--- src/rtl/inst_fetch.sv ---
// Instruction fetch unit: a single-outstanding request FSM feeding a small FIFO
// of {instruction, pc} pairs, with redirect flush and stale-response dropping.
module inst_fetch #(
   parameter logic [63:0] RESET_PC  = 64'h0000_0000_8000_0000,
   parameter int          BUF_DEPTH = 2
) (
   input  logic        clk,
   input  logic        rst,
   input  logic        redirect_valid,
   input  logic [63:0] redirect_pc,
   output logic        mem_req_valid,
   input  logic        mem_req_ready,
   output logic [63:0] mem_req_addr,
   input  logic        mem_resp_valid,
   input  logic [31:0] mem_resp_data,
   output logic        inst_valid,
   input  logic        inst_ready,
   output logic [31:0] inst,
   output logic [63:0] inst_pc
);
   localparam int PW = $clog2(BUF_DEPTH);
   localparam logic [PW:0] DEPTH_C = (PW+1)'(BUF_DEPTH);
   localparam logic [63:0] RESET_PC_A = {RESET_PC[63:2], 2'b00};

   typedef enum logic [1:0] {IDLE, REQ, WAIT} state_t;

   state_t          state_reg, state_next;
   logic [63:0]     fpc_reg, fpc_next;
   logic [63:0]     resp_pc_reg, resp_pc_next;
   logic [63:0]     redir_pc_reg, redir_pc_next;
   logic            redir_pend_reg, redir_pend_next;
   logic            drop_reg, drop_next;
   logic [PW-1:0]   head_reg, head_next;
   logic [PW-1:0]   tail_reg, tail_next;
   logic [PW:0]     count_reg, count_next;

   logic [31:0]     buf_inst [BUF_DEPTH];
   logic [63:0]     buf_pc   [BUF_DEPTH];

   logic [63:0]     redir_target;
   logic            push;
   logic            pop;
   logic            unused_ok;

   assign redir_target = {redirect_pc[63:2], 2'b00};
   assign unused_ok    = ^redirect_pc[1:0];

   assign inst_valid    = (count_reg != '0);
   assign pop           = inst_valid && inst_ready && !redirect_valid;
   assign push          = (state_reg == WAIT) && mem_resp_valid && !drop_reg && !redirect_valid;
   assign mem_req_valid = (state_reg == REQ);
   assign mem_req_addr  = fpc_reg;
   assign inst          = inst_valid ? buf_inst[head_reg] : '0;
   assign inst_pc       = inst_valid ? buf_pc[head_reg]   : '0;

   always_comb begin
      state_next      = state_reg;
      fpc_next        = fpc_reg;
      resp_pc_next    = resp_pc_reg;
      redir_pc_next   = redir_pc_reg;
      redir_pend_next = redir_pend_reg;
      drop_next       = drop_reg;
      head_next       = pop  ? head_reg + PW'(1) : head_reg;
      tail_next       = push ? tail_reg + PW'(1) : tail_reg;
      count_next      = count_reg + (PW+1)'(push) - (PW+1)'(pop);

      // A redirect empties the buffer before any push/pop of this cycle lands.
      if (redirect_valid) begin
         head_next  = '0;
         tail_next  = '0;
         count_next = '0;
      end

      case (state_reg)
         IDLE: begin
            if (redirect_valid)
               fpc_next = redir_target;
            else if (count_reg < DEPTH_C)
               state_next = REQ;
         end
         REQ: begin
            if (mem_req_ready) begin
               state_next      = WAIT;
               resp_pc_next    = fpc_reg;
               redir_pend_next = 1'b0;
               if (redirect_valid) begin
                  fpc_next  = redir_target;
                  drop_next = 1'b1;
               end else if (redir_pend_reg) begin
                  fpc_next = redir_pc_reg;
               end else begin
                  fpc_next = fpc_reg + 64'd4;
               end
            end else if (redirect_valid) begin
               // The presented address cannot be withdrawn; remember the target.
               drop_next       = 1'b1;
               redir_pend_next = 1'b1;
               redir_pc_next   = redir_target;
            end
         end
         WAIT: begin
            if (mem_resp_valid) begin
               drop_next  = 1'b0;
               state_next = (count_next < DEPTH_C) ? REQ : IDLE;
               if (redirect_valid)
                  fpc_next = redir_target;
            end else if (redirect_valid) begin
               drop_next = 1'b1;
               fpc_next  = redir_target;
            end
         end
         default: state_next = IDLE;
      endcase
   end

   always_ff @(posedge clk) begin
      if (rst) begin
         state_reg      <= IDLE;
         fpc_reg        <= RESET_PC_A;
         resp_pc_reg    <= '0;
         redir_pc_reg   <= '0;
         redir_pend_reg <= 1'b0;
         drop_reg       <= 1'b0;
         head_reg       <= '0;
         tail_reg       <= '0;
         count_reg      <= '0;
      end else begin
         state_reg      <= state_next;
         fpc_reg        <= fpc_next;
         resp_pc_reg    <= resp_pc_next;
         redir_pc_reg   <= redir_pc_next;
         redir_pend_reg <= redir_pend_next;
         drop_reg       <= drop_next;
         head_reg       <= head_next;
         tail_reg       <= tail_next;
         count_reg      <= count_next;
      end
   end

   always_ff @(posedge clk) begin
      if (push && !rst) begin
         buf_inst[tail_reg] <= mem_resp_data;
         buf_pc[tail_reg]   <= resp_pc_reg;
      end
   end
endmodule
--- config.mk ---
export PLATFORM = sky130hd
export DESIGN_NAME = inst_fetch
export DESIGN_NICKNAME = d
export VERILOG_FILES = /design/src/rtl/inst_fetch.sv
export SDC_FILE = /design/constraint.sdc
export NUM_CORES = 1
export LEC_CHECK = 0
export BUFFER_PORTS_ARGS = -buffer_cell sky130_fd_sc_hd__clkbuf_2
export CAP_MARGIN = 20
export CORE_MARGIN = 3
export CORE_UTILIZATION = 57
export CTS_CLUSTER_DIAMETER = 120
export DETAILED_ROUTE_END_ITERATION = 10
export PLACE_DENSITY = 0.8
export SLEW_MARGIN = 20
export SYNTH_ARGS = -nofsm -noshare
export SYNTH_HDL_FRONTEND = slang
export SYNTH_SLANG_ARGS = --single-unit
--- constraint.sdc ---
create_clock -name clk -period 11 [get_ports clk]
set_input_delay 0.55 -clock clk [delete_from_list [all_inputs] [get_ports clk]]
set_output_delay 0.55 -clock clk [all_outputs]
set_load 0.005 [all_outputs]
[Word level (Yosys, flattened, before mapping)]
Memories as Yosys holds them, arrays and structs flattened. A register that Yosys moved wholly into a read port is not among the register bits.
Index checks and enable logic that the tools add are counted.
Storage, ports and cells
  memories kept: 2
  bits in writable memories: 192
  output and inout port bits: 162
  logic and storage cells: 72
  input port bits: 102
  register bits after elaboration: 198
Operators by class
  mux-type cells: 25
  bitwise operators: 1
  $add $sub $neg: 5
  reductions and logical operators: 21
  order comparisons: 2
  equal/unequal tests: 7
Memory list
  buf_pc: depth 2, width 64, rd ports 1, clocked after memory_dff 1, wr ports 1, RTL line 38  | logic [63:0] buf_pc [BUF_DEPTH];
  buf_inst: depth 2, width 32, rd ports 1, clocked after memory_dff 1, wr ports 1, RTL line 37  | logic [31:0] buf_inst [BUF_DEPTH];
Operators with widths (count)
  two-way mux 64 bit: 5
  case mux 64 bit (2 select lines): 1
  adder 64 x 3 -> 64 bit, second input constant: 1
  two-way mux 32 bit: 1
  two-way mux 1 bit: 11
  two-way mux 2 bit: 5
  nonzero test 2 bit: 4
  logical AND 1 bit: 6
  inequality test 2 bit, second input constant: 3
  case mux 2 bit (3 select lines): 1
  AND reduction 3 bit: 2
  < comparator 2 bit, second input constant: 2
  inequality test 2 x 1 -> 1 bit, second input constant: 2
  AND reduction 2 bit: 2
  AND reduction 4 bit: 1
  OR reduction 2 bit: 2
  logical NOT 1 bit: 3
  adder 1 bit, second input constant: 2
  adder 2 x 1 -> 2 bit: 1
  == test 2 x 1 -> 1 bit, second input constant: 1
  == test 2 bit, second input constant: 1
  logical NOT 2 bit: 1
  case mux 1 bit (2 select lines): 1
  subtractor 2 x 1 -> 2 bit: 1
  inverter 1 bit: 1

[Logic depth before layout (Yosys ltp)]
  depth in word-level cells: 11
  gate-level depth with buffers: 11
  gate-level depth less buffers: 11

[Worst setup path after synthesis]
Ideal clock, no wire load.
  path type: input-to-reg
  start: input redirect_valid
  end: memory buf_inst[1][0], enable pin
  required time: 10319 ps
  arrival time: 7859 ps
  stages: 4
  buffers on the path: 1
  slack: 2460 ps
  setup time: 681 ps
  cell sequence: clkbuf_1 -> nor2_1 -> nand3_1 -> nor3b_1
On the way
  cells in the longest elaborated chain, start to end: 5
RTL lines
  start: declaration: RTL line 9  | input logic redirect_valid,
  logical NOT 1 bit: RTL line 50  | assign push = (state_reg == WAIT) && mem_resp_valid && !drop_reg && !redirect_valid;
  logical AND 1 bit: RTL line 50
  logical AND 1 bit: RTL line 141  | if (push && !rst) begin
  two-way mux 1 bit: RTL line 141
  two-way mux 1 bit (not written as such): RTL line 142  | buf_inst[tail_reg] <= mem_resp_data;
  end: declaration: RTL line 37
No other way between the ends.

==> metrics.md <==
| Metric | Value |
|---|---|
| Largest reg by FF count | buf_pc |
| H-Tree Level Count | 2 |
| NumNets Final | 2,027 |
| Routed WL | 46,240 um |
| All-Layer GR Usage | 0.2815 |
| Hold Fails Final Rpt | 0 |
| First-pass GRT wire length | 71,430 um |
| DRC | 0 |
| Filler instances | 2,228 |
| Clock skew | 0.02598 ns |
| Deepest clock path buffer count | 3 |
| Share of layout cells above drive strength 1 | 0.1940 |
| Cells after Synth | 1,729 |
| Setup bufs post-CTS | 0 |
| Die X | 177.8 um |
| Tot Pwr | 4163 uW |
| Storage element area | 9553 um2 |
| Placed cell count | 2,261 |
| Antenna diodes | 0 |
| Startpoint Class | flip-flop |
| Final setup margin | 7.656 ns |
| Largest net degree at the start of global routing | 91 |
| Cell family with most CP delay | buffers and inverters |
| Critical path's slowest cell | buf_4 |
| Vias in the first global route | 13,310 |
| Post-synth EDFFs | 188 |
| IO Count | 264 |
| Height of the die | 177.8 um |
| WS Path Type | flip-flop to output pin |
| WP data arrival | 2.79 ns |
| Initial Util | 0.5827 |
| F_max | 299.1 MHz |
| Max VDD drop | 0.1464 mV |
| Root Driver | clkbuf_16 |
| Number of flip-flops under the largest register name | 124 |
| Final setup TNS | 0 ns |
| Asr flop ratio synth | 0 |
| Predominant post-synthesis flop cell | dfxtp_1 |
| WL/cell | 19.83 um |
| Die area | 31,600 um2 |
| Final Setup Violations | 0 |
| Finished Cell Area | 19,590 um2 |
| Biggest registers after layout | buf_pc (124), buf_inst (64) |
| RSZ-0062 raised after global routing | no |
| Initial drt markers | 1,729 |
| Syn Area/Cell | 9.726 um2 |
| Total CTS buffers | 39 |
| Post-synthesis sequential area ratio | 0.5679 |
| Core ar. | 28,860 um2 |
| Row count | 62 |
| CTS Sinks | 383 |
| Vias per cell | 6.128 |
| Port bufs | 257 |
| Area grow syn2layout | 16.47% |
| Critical path buffer and inverter count | 2 |
| # hold bufs at CTS | 0 |
| Routability-driven placement congestion ratio | 0.9005 |
| Max-cap violations | 0 |
| CTS tree | yes |
| Yosys warnings | 0 |
| Distinct cell type count after synthesis | 67 |
| Setup crit end kind | output pin |
| Hold WC Path Type | primary input to flip-flop |
| Power per cell area | 212.5 nW/um2 |
| Worst-Skew Late Latency | 0.53 ns |
| Tcrit/Tclk final | 0.3040 |
| Status | completed |
| Actual slew at the worst max-slew pin | 1.073 ns |
| Worst Path Required | 10.45 ns |
| Vias | 14,290 |
| Fin crit period | 3.344 ns |
| Critical path cell sequence | buf_4 > mux2i_1 > nor2_1 > clkbuf_2 |
| Dpl ws | 7.843 ns |
| Number of antenna violations at the first check in global routing | 1 |
| Final instance count without filler cells | 2,332 |
| Grt ovf | 0 |
| Synth Register Bits | 383 |
| Slowest stage delay, CP | 0.85 ns |
| P_leak | 0.006833 uW |
| Post-DP HPWL | 28,900 um |
| Post-Syn Area | 16,820 um2 |
| First-pass DRT Iterations | 5 |
| Crit Path Max Fanout | 53 |
| Post-cts resize count | 0 |
| Footprint of the multi-input gates | 6731 um2 |
| Antenna Violating Nets Remaining | 0 |
| Clock-pin slew of the registers on the worst-case setup and hold paths | 0.06 ns |
| Post-DP Area | 18,280 um2 |
| Slew Limit Fails | 0 |
| Slew margin rel. | 0.2848 |
==> Yosys cell counts (4+ instances only) <==
| library cell | instances | share of area |
|---|---|---|
| o21ai_0 | 92 | 0.027 |
| o31ai_1 | 7 | 0.0031 |
| nand3_1 | 33 | 0.0098 |
| o221a_2 | 5 | 0.0033 |
| a21oi_1 | 205 | 0.061 |
| clkbuf_1 | 104 | 0.023 |
| a311oi_1 | 6 | 0.0031 |
| and3_1 | 11 | 0.0041 |
| dfxtp_1 | 195 | 0.23 |
| nor4_1 | 12 | 0.0045 |
| a31oi_1 | 30 | 0.011 |
| inv_1 | 19 | 0.0042 |
| buf_4 | 5 | 0.0022 |
| and2_1 | 4 | 0.0015 |
| mux2i_1 | 102 | 0.061 |
| or4_1 | 11 | 0.0049 |
| a211oi_1 | 4 | 0.0018 |
| xnor2_1 | 7 | 0.0036 |
| edfxtp_1 | 188 | 0.34 |
| nand2b_1 | 10 | 0.0037 |
| and4_1 | 10 | 0.0052 |
| o211ai_1 | 13 | 0.0058 |
| nand4_1 | 33 | 0.012 |
| a221oi_1 | 4 | 0.0021 |
| a31o_2 | 18 | 0.0094 |
| buf_2 | 4 | 0.0012 |
| nor2_1 | 118 | 0.026 |
| nor3b_1 | 5 | 0.0022 |
| nand2_1 | 340 | 0.076 |
| a21o_1 | 6 | 0.0027 |
| ha_1 | 7 | 0.0052 |
| xor2_1 | 9 | 0.0047 |
| nor3_1 | 22 | 0.0065 |
| or3_1 | 23 | 0.0086 |
| buf_1 | 18 | 0.0040 |
==> per-stage QoR <==
stage          hold slack (ns)    util
3_3_place_gp            0.4304  0.6335
4_1_cts                 0.2094  0.6787
6_report                0.2291  0.6787
2_1_floorplan           0.4254       -
3_5_place_dp            0.4368  0.6335
5_1_grt                 0.2065  0.6787
==> path summary, 6_finish.rpt <==
kind / slack (ns) / endpoint / from / cells past startpoint
worst min-delay path: 0.23 / buf_inst[1][28] / mem_resp_data[28] / 1
worst min register to register: 0.45 / redir_pc_reg[36] / redir_pc_reg[36] / 2
worst max register to register: 7.70 / mem_req_addr[58] / mem_req_addr[2] / 6
worst max-delay path: 7.66 / inst_pc[19] / flip-flop / 4
==> final cells by class <==
type,count,area share
sequential,383,0.4877
multi-input combinational,1197,0.3437
timing repair buffer,278,0.07385
clock buffer,65,0.06267
tap,384,0.02453
clock inverter,6,0.003897
inverter,19,0.003641
==> layer usage <==
layer	track usage	up-vias	wire length, um
li1	-	6607	-
met1	0.3868	6689	18830
met2	0.4408	851	20990
met3	0.05841	141	4786
met4	0.1077	2	1621
met5	0	-	11
==> worst reg2reg max path, cell delays in order, from the launching register on <==
cell     delay, ns
dfxtp_1       0.63
ha_1          0.50
nand2_1       0.13
nor4_2        0.56
nand4_1       0.62
or4_1         0.60
a31oi_1       0.19
==> power breakdown <==
part	switching [uW]	internal (uW)
clock	522	805
sequential	292	1650
combinational	570	324
==> placed cells by master, fill, tap and decap left out, types with 7 or more instances in the layout <==
cell and instances:
xor2_1 9, nand3_1 33, edfxtp_1 188, inv_1 19, and4_1 10, dfxtp_1 194
clkbuf_1 14, buf_4 22, o21ai_0 92, a31o_2 18, xnor2_1 7, o31ai_1 7
mux2i_1 102, or3_1 22, a31oi_1 30, o211ai_1 13, or4_1 11, nand2_1 339
nand4_1 33, nor2_1 116, nand2b_1 10, a21oi_1 204, clkbuf_2 256, and3_1 11
clkbuf_8 9, ha_1 7, clkbuf_16 42, nor3_1 20, nor4_1 12
==> cell families (layout without fill, tap and decap cells) <==
| kind of cell | count (synthesis) | after routing | share of synthesized area |
|---|---|---|---|
| and+or+nand+nor | 653 | 653 | 0.1783 |
| AOI/OAI and AO/OA | 415 | 415 | 0.1439 |
| DFF | 383 | 383 | 0.5679 |
| buffers and inverters | 152 | 368 | 0.03549 |
| muxes | 102 | 102 | 0.06071 |
| xor gates and xnor gates | 16 | 16 | 0.008334 |
| adders and majority gates | 7 | 7 | 0.005208 |
| other | 1 | 4 | 0.0002230 |
No activity file was read; power rests on OpenSTA's default activity.
